===== src/rtl/arbitro_pkg.sv =====
// Shared definitions for the round-robin arbiter in front of m_fluxo:
// FSM encoding, requester count and one-hot/index helpers.
package arbitro_pkg;

  localparam int N_REQ = 4;
  localparam int IDX_W = 2;

  typedef enum logic {
    OCIOSO    = 1'b0,
    CONCEDIDO = 1'b1
  } estado_t;

  // Binary requester index to one-hot grant vector.
  function automatic logic [N_REQ-1:0] idx_to_onehot(input logic [IDX_W-1:0] idx);
    return N_REQ'(1) << idx;
  endfunction

  // One-hot grant vector back to a binary index (zero for an all-zero vector).
  function automatic logic [IDX_W-1:0] onehot_to_idx(input logic [N_REQ-1:0] oh);
    logic [IDX_W-1:0] idx;
    idx = '0;
    for (int i = 0; i < N_REQ; i++) begin
      if (oh[i]) idx = IDX_W'(i);
    end
    return idx;
  endfunction

endpackage


===== src/rtl/rr_prioridade.sv =====
// Combinational round-robin priority picker: first unmasked requester
// found scanning ptr, ptr+1, ptr+2, ptr+3 (mod 4).
module rr_prioridade
  import arbitro_pkg::*;
(
  input  logic [N_REQ-1:0] req,
  input  logic [IDX_W-1:0] ptr,
  input  logic [N_REQ-1:0] mask,
  output logic             achou,
  output logic [IDX_W-1:0] idx
);

  logic [N_REQ-1:0] elegivel;
  logic [IDX_W-1:0] cand;

  assign elegivel = req & ~mask;

  // Scan from the farthest offset down so the closest-to-ptr winner is written last.
  always_comb begin
    // NOTE: every output gets a default before the loop so no latch is inferred.
    achou = 1'b0;
    idx   = ptr;
    cand  = ptr;
    for (int k = N_REQ - 1; k >= 0; k--) begin
      cand = ptr + IDX_W'(k);
      if (elegivel[cand]) begin
        achou = 1'b1;
        idx   = cand;
      end
    end
  end

endmodule


===== src/rtl/arbitro_mux.sv =====
// Round-robin arbiter for the m_fluxo mux: one-hot registered grant,
// mux selects from the owner index, hold limit of MAX_HOLD cycles per grant.
module arbitro_mux
  import arbitro_pkg::*;
#(
  parameter int MAX_HOLD = 8,
  parameter int CW       = 8
) (
  input  logic             clk,
  input  logic             rst_n,
  input  logic [N_REQ-1:0] req,
  output logic [N_REQ-1:0] gnt,
  output logic             s1,
  output logic             s0,
  output logic             valid,
  output logic [CW-1:0]    cnt
);

  estado_t          estado_q, estado_d;
  logic [IDX_W-1:0] ptr_q, ptr_d;
  logic [IDX_W-1:0] dono_q, dono_d;
  logic [N_REQ-1:0] gnt_q, gnt_d;
  logic             valid_q, valid_d;
  logic [CW-1:0]    cnt_q, cnt_d;

  logic [N_REQ-1:0] mask;
  logic             achou;
  logic [IDX_W-1:0] vencedor;
  logic             dono_pede;
  logic             no_limite;

  // While granted the owner is masked so a release arbitrates among the others.
  assign mask      = (estado_q == CONCEDIDO) ? idx_to_onehot(dono_q) : '0;
  assign dono_pede = req[dono_q];
  assign no_limite = (cnt_q == CW'(MAX_HOLD - 1));

  rr_prioridade u_prioridade (
    .req   (req),
    .ptr   (ptr_q),
    .mask  (mask),
    .achou (achou),
    .idx   (vencedor)
  );

  // Next-state logic: grant, keep, hand off, re-grant on timeout, or go idle.
  always_comb begin
    estado_d = estado_q;
    ptr_d    = ptr_q;
    dono_d   = dono_q;
    gnt_d    = gnt_q;
    valid_d  = valid_q;
    cnt_d    = cnt_q;
    unique case (estado_q)
      OCIOSO: begin
        if (achou) begin
          estado_d = CONCEDIDO;
          dono_d   = vencedor;
          gnt_d    = idx_to_onehot(vencedor);
          valid_d  = 1'b1;
          cnt_d    = '0;
          ptr_d    = vencedor + 1'b1;
        end
      end
      CONCEDIDO: begin
        if (dono_pede && !no_limite) begin
          cnt_d = cnt_q + CW'(1);
        end else if (achou) begin
          dono_d = vencedor;
          gnt_d  = idx_to_onehot(vencedor);
          cnt_d  = '0;
          ptr_d  = vencedor + 1'b1;
        end else if (dono_pede) begin
          // Timeout with nobody else waiting: the owner simply starts a new grant.
          cnt_d = '0;
          ptr_d = dono_q + 1'b1;
        end else begin
          estado_d = OCIOSO;
          gnt_d    = '0;
          valid_d  = 1'b0;
          cnt_d    = '0;
        end
      end
      default: estado_d = OCIOSO;
    endcase
  end

  // State and registered outputs; reset clears everything immediately.
  always_ff @(posedge clk or negedge rst_n) begin
    if (!rst_n) begin
      estado_q <= OCIOSO;
      ptr_q    <= '0;
      dono_q   <= '0;
      gnt_q    <= '0;
      valid_q  <= 1'b0;
      cnt_q    <= '0;
    end else begin
      // NOTE: non-blocking so every flop samples the pre-edge values.
      estado_q <= estado_d;
      ptr_q    <= ptr_d;
      dono_q   <= dono_d;
      gnt_q    <= gnt_d;
      valid_q  <= valid_d;
      cnt_q    <= cnt_d;
    end
  end

  assign gnt   = gnt_q;
  assign valid = valid_q;
  assign cnt   = cnt_q;
  assign s1    = dono_q[1];
  assign s0    = dono_q[0];

endmodule


===== config.mk =====
export PLATFORM = sky130hd
export DESIGN_NAME = arbitro_mux
export DESIGN_NICKNAME = d
export VERILOG_FILES = /design/src/rtl/arbitro_pkg.sv /design/src/rtl/rr_prioridade.sv /design/src/rtl/arbitro_mux.sv
export SDC_FILE = /design/constraint.sdc
export NUM_CORES = 1
export LEC_CHECK = 0
export ABC_CLOCK_PERIOD_IN_PS = 3200
export CAP_MARGIN = 20
export CORE_AREA = 2 2 53 55
export DETAILED_ROUTE_END_ITERATION = 8
export DIE_AREA = 0 0 55 57
export GPL_TIMING_DRIVEN = 0
export PLACE_DENSITY = 0.8
export SLEW_MARGIN = 20
export SYNTH_ARGS = -nofsm -noshare
export SYNTH_HDL_FRONTEND = slang
export SYNTH_SLANG_ARGS = --single-unit

===== constraint.sdc =====
create_clock -name clk -period 3.2 [get_ports clk]
set_input_delay 0.64 -clock clk [delete_from_list [all_inputs] [get_ports clk]]
set_output_delay 0.64 -clock clk [all_outputs]
set_load 0.02 [all_outputs]

==> impl_metrics.json, run 1 <==
{
  "grt_pass1_wl_um": 4490,
  "grt_overflow": 0,
  "die_w_um": 55,
  "placed_cells": 169,
  "worst_pin_slew_ps": 782,
  "nFillCells": 243,
  "io_buffers": 20,
  "vias": 1016,
  "crit_fanout": 5,
  "yosys-top-cells-area": "dfrtp_1 39%, ha_1 9.6%, o21ai_0 5.6%",
  "p_leak_nw": 0.637,
  "antenna_left": 0,
  "num_antenna_cells": 0,
  "stdcell_count": 173,
  "drt_first_pass_iters": 4,
  "cts_tree": "yes",
  "rsz0062_at_grt": "no",
  "synth_top_area_share_pct": 38.5,
  "yosysWarnings": 0,
  "yosys.area.top_type": "dfrtp_1",
  "final_core_util_pct": 55.3,
  "netlist_area_um2": 1170,
  "outcome": "completed",
  "path_cells": "clkdlybuf4s50_1 -> a21boi_0 -> o22ai_1 -> a222oi_1 -> inv_1 -> ha_1 -> a22o_1",
  "setup_viol": 0,
  "core_um2": 2620,
  "start_util_pct": 44.7,
  "grt_util_all_layers_pct": 19.2,
  "synthCells": 118,
  "avgSynthCellArea_um2": 9.91,
  "finalCritPeriodShare_pct": 91.9,
  "grt_pass1_vias": 1023,
  "wl_per_cell_um": 15.5,
  "synth_commonest_cells": "18 x dfrtp_1, 13 x o21ai_0, 9 x ha_1, 9 x nor2_1, 8 x nand2_1",
  "cts_hold_buf": 0,
  "min_period_ps": 2940,
  "hpwl_um": 2050,
  "synth_ff_type": "dfrtp_1",
  "hold_path.class": "reg2reg",
  "synth_edf_count": 0,
  "clk_latency_ps": 300,
  "gp_congestion": 0.771,
  "clk_pin_slew_ps": 100,
  "critPathCaptureType": "register",
  "final-hold-violation-count": 0,
  "crit_type": "in2reg",
  "drive_above_1_share_pct": 9.86,
  "drc_errors": 0,
  "drt_iter0_drc": 35,
  "numCtsBuffers": 3,
  "ys_types": 36,
  "detail_route.wirelength_um": 2690,
  "crit_required_ps": 3380,
  "dieArea_um2": 3140,
  "num_io_pins": 21,
  "viasPerCell": 5.87,
  "ctsResizeCount": 0,
  "maxSlewViolCount": 0,
  "cts_buffer_depth": 2,
  "worst_slack_ps": 258,
  "htreeDepth": 1,
  "maxCapViolations": 0,
  "syn_to_final_growth_pct": 23.5,
  "ys_seq_elements": 18,
  "ys_async_sr_fraction_pct": 100,
  "synth_nets": 133,
  "p_per_area_nw_per_um2": 894,
  "fmax_mhz": 340,
  "cts_sinks": 18,
  "critPathArrivalTime_ps": 3130,
  "grt_max_degree": 19,
  "clock_skew_ps": 10.3,
  "antenna_found_initial": 0,
  "yosysSeqAreaShare_pct": 38.5,
  "synth.most_common_cell": "dfrtp_1",
  "fin_nets": 158,
  "critical-path-max-stage-delay_ps": 710,
  "crit_slowest_cell": "a222oi_1",
  "irDropWorstVdd_uv": 627,
  "slew_headroom_pct": 47.7,
  "post_cts_buffers": 0,
  "die_h_um": 57,
  "place_ws_ps": 10.9,
  "startpoint_type": "primary input",
  "fp-row-count": 19,
  "tns_ps": 0,
  "cts_root_buf": "clkbuf_4"
}
## worst max-delay path, delay by kind of cell
family	cells	cell delay [ps]
AOI/OAI and AO/OA	4	1550
buffers and inverters	2	690
adders and majority gates	1	240
## sequential cells by signal, summed over array words and instances (netlist names)
name      flops
cnt           8
dono_q        2
estado_q      1
gnt           4
ptr_q         2
valid         1
## placed cells by master, fill, tap and decap left out, types with 2 or more instances in the layout
master and count:
a21oi_1 2, o31ai_1 3, clkdlybuf4s50_1 20, clkbuf_4 3
a21boi_0 2, and3_1 4, nor2_1 9, mux2_1 2
dfrtp_1 18, nand3_1 3, buf_4 2, nand2_1 8
ha_1 9, inv_1 7, o211ai_1 2, o22ai_1 2
a21o_1 2, o21ai_0 13, a21bo_2 3, a31oi_1 2
nor2b_1 3, and2_1 2, a22o_1 5
## per-stage QoR
| stage | hold WS, ps | power, mW | instance area (µm²) |
|---|---|---|---|
| 2_1_floorplan | 344 | 0.905 | 1170 |
| 3_3_place_gp | 485 | 1.10 | 1410 |
| 3_5_place_dp | 497 | 1.15 | 1410 |
| 4_1_cts | 520 | 1.30 | 1450 |
| 5_1_grt | 524 | 1.40 | 1450 |
| 6_report | 514 | 1.29 | 1450 |
## per-layer routing
metal  wire, µm  share of wire (%)  global-route usage (%)
met1       1170                 44                    24.7
met2       1400                 52                    33.5
met3         81                3.0                    2.09
met4         27                1.0                    5.23
met5          0                  0                       0
## cells by family after synthesis
group / Yosys count / share of synthesized area, %
multiplexers: 4 / 4.71
flip-flops: 18 / 38.5
AND/OR/NAND/NOR: 34 / 14.7
buffers and inverters: 11 / 4.28
AO/OA/AOI/OAI: 42 / 28.2
adder cells (fa/ha/maj): 9 / 9.63
## path summary, 6_finish.rpt
kind / startpoint / end / slack, ps / cells past startpoint
max reg2reg: dono_q[1] / gnt[0] / 400 / 8
max in group asynchronous: rst_n / gnt[2] / 1920 / 1
min in group asynchronous: rst_n / cnt[4] / 790 / 1
max: req[3] / gnt[0] / 260 / 7
min reg2reg: gnt[2] / gnt[2] / 510 / 1
min: gnt[2] / gnt[2] / 510 / 1
## report_power, final
group	total (mW)	switching [mW]	internal, mW
logic	0.780	0.421	0.359
clock network	0.141	0.0713	0.0693
registers	0.372	0.0741	0.298
## cell type report
class	instances	area [µm²]	area share [%]
multi-input cells	89	669	46.3
clock buffers	4	36.3	2.51
well taps	31	38.8	2.68
inverters	7	26.3	1.82
flip-flops and latches	18	450	31.2
repair buffers	20	200	13.9
plain buffers	4	23.8	1.65
No activity file was read; power rests on OpenSTA's default activity.
==> run 2, diff against run 1 <==
--- a/config.mk
+++ b/config.mk
@@ -5,13 +5,16 @@
 export SDC_FILE = /design/constraint.sdc
 export NUM_CORES = 1
 export LEC_CHECK = 0
-export ABC_CLOCK_PERIOD_IN_PS = 3200
+export ABC_CLOCK_PERIOD_IN_PS = 2820
 export CAP_MARGIN = 20
-export CORE_AREA = 2 2 53 55
+export CELL_PAD_IN_SITES_DETAIL_PLACEMENT = 1
+export CELL_PAD_IN_SITES_GLOBAL_PLACEMENT = 2
+export CORE_AREA = 2 2 64 66
+export CTS_CLUSTER_SIZE = 30
 export DETAILED_ROUTE_END_ITERATION = 8
-export DIE_AREA = 0 0 55 57
+export DIE_AREA = 0 0 66 68
 export GPL_TIMING_DRIVEN = 0
-export PLACE_DENSITY = 0.8
+export PLACE_DENSITY = 0.85
 export SLEW_MARGIN = 20
 export SYNTH_ARGS = -nofsm -noshare
 export SYNTH_HDL_FRONTEND = slang
==> constraint.sdc (replaced) <==
create_clock -name clk -period 2.82 [get_ports clk]
set_input_delay 0.564 -clock clk [delete_from_list [all_inputs] [get_ports clk]]
set_output_delay 0.564 -clock clk [all_outputs]
set_load 0.02 [all_outputs]
==> run 2 against run 1 <==
- core utilization shrank 16 points
- largest cell class unchanged
- non-clock buffer count increased by 1
- sequential power rose by 15%
==> impl_metrics.json, run 2 (synthesized netlist as in run 1, its figures left out) <==
{
  "antenna_left": 0,
  "wl_per_cell_um": 16.2,
  "clock_skew_ps": 0.955,
  "r2r-end": "gnt[0]",
  "worst_slack_ps": 262,
  "placed_cells": 188,
  "crit_type": "in2reg",
  "irDropWorstVdd_uv": 350,
  "fin_area_um2": 1500,
  "drc_errors": 0,
  "timing.hold.ws_ps": 502,
  "fin_nets": 159,
  "rsz0062_at_grt": "no",
  "outcome": "completed",
  "final_cell_mix": "20 x clkdlybuf4s50_1, 18 x dfrtp_1, 13 x o21ai_0",
  "worst_pin_slew_ps": 850,
  "start_util_pct": 30.3,
  "numCtsBuffers": 3,
  "r2r_slack_ps": 340,
  "grt_util_all_layers_pct": 15.6,
  "num_antenna_cells": 0,
  "clk_latency_ps": 250,
  "hold_path_end": "gnt[2]",
  "grt_pass1_vias": 1158,
  "dieArea_um2": 4490,
  "antenna_found_initial": 0,
  "setup_viol": 0,
  "startpoint_type": "primary input",
  "post_cts_buffers": 1,
  "finalCritPeriodShare_pct": 90.7,
  "reg2reg_depth": 9,
  "cts_tree": "yes",
  "maxCapViolations": 0,
  "io_buffers": 20,
  "detail_route.wirelength_um": 3130,
  "gp_congestion": 0.755,
  "hpwl_um": 2370,
  "crit_fanout": 5,
  "p_leak_nw": 0.650,
  "critPathCaptureType": "register",
  "drive_above_1_share_pct": 10.5,
  "maxSlewViolCount": 0,
  "layout.cells.most_common": "clkdlybuf4s50_1",
  "cts_hold_buf": 0,
  "fp-row-count": 23,
  "grt_pass1_wl_um": 5460,
  "clk_pin_slew_ps": 70,
  "ctsResizeCount": 0,
  "tns_ps": 0,
  "viasPerCell": 5.34,
  "cts_buffer_depth": 2,
  "critPathArrivalTime_ps": 2700,
  "cts_root_buf": "clkbuf_8",
  "min_period_ps": 2560,
  "stdcell_count": 193,
  "place_ws_ps": -300,
  "hold-path-cell-count": 1,
  "p_per_area_nw_per_um2": 1040,
  "htreeDepth": 1,
  "die_h_um": 68,
  "hold_path.class": "reg2reg",
  "crit_required_ps": 2960,
  "syn_to_final_growth_pct": 27.8,
  "fmax_mhz": 391,
  "final_core_util_pct": 38.8,
  "cts_sinks": 18,
  "min-delay-start": "gnt[2]",
  "place_area_um2": 1430,
  "slew_headroom_pct": 43.2,
  "vias": 1030,
  "nFillCells": 451,
  "largest_reg_flops": 8,
  "die_w_um": 66,
  "final-hold-violation-count": 0,
  "drt_iter0_drc": 61,
  "grt_max_degree": 19,
  "drt_first_pass_iters": 4,
  "num_io_pins": 21,
  "grt_overflow": 0,
  "reg2reg_from": "dono_q[1]",
  "total_power_mw": 1.55,
  "core_um2": 3860
}
==> run 2: cell types whose count changed in the layout (fill, tap and decap cells not counted), sizes merged <==
cell,change
buf,+1
==> run 2: cell type report <==
type / instances / area (µm²) / area share, %
Buffer: 4 / 23.8 / 1.59
Clock buffer: 4 / 55.1 / 3.68
Inverter: 7 / 26.3 / 1.76
Multi-Input combinational cell: 89 / 669 / 44.8
Sequential cell: 18 / 450 / 30.1
Tap cell: 50 / 62.6 / 4.18
Timing Repair Buffer: 21 / 208 / 13.9
==> run 2: how the worst max path moves through the flow <==
stage / start / to / slack [ps] / depth (start not counted)
after floorplan: dono_q[1] / ptr_q[1] / 390 / 8
after global placement: req[3] / ptr_q[1] / -280 / 7
after detailed placement: req[3] / gnt[0] / -300 / 7
after CTS: req[3] / gnt[0] / 270 / 8
after global routing: req[3] / ptr_q[1] / 90 / 8
final: req[3] / gnt[0] / 260 / 8
==> run 2: critical path, stage by stage <==
cell,delay [ps]
clkdlybuf4s50_1,520
a21boi_0,420
o22ai_1,180
a222oi_1,330
buf_4,200
inv_1,70
ha_1,170
a22o_1,230
==> run 2: metal layers <==
metal  vias up  routed length (µm)  global-route usage [%]
li1        483                   -                       -
met2        19                1680                    30.2
met1       522                1290                    17.7
met4         0                  43                    5.36
met5         -                   0                       0
met3         6                 106                    1.97
==> run 2: report_power, final <==
group          internal [mW]  switching (mW)  leakage (nW)  total [mW]
Combinational          0.421           0.491         0.391       0.911
Sequential             0.339          0.0880         0.230       0.427
Clock                  0.124          0.0928        0.0288       0.217
Total                  0.883           0.671         0.650        1.55
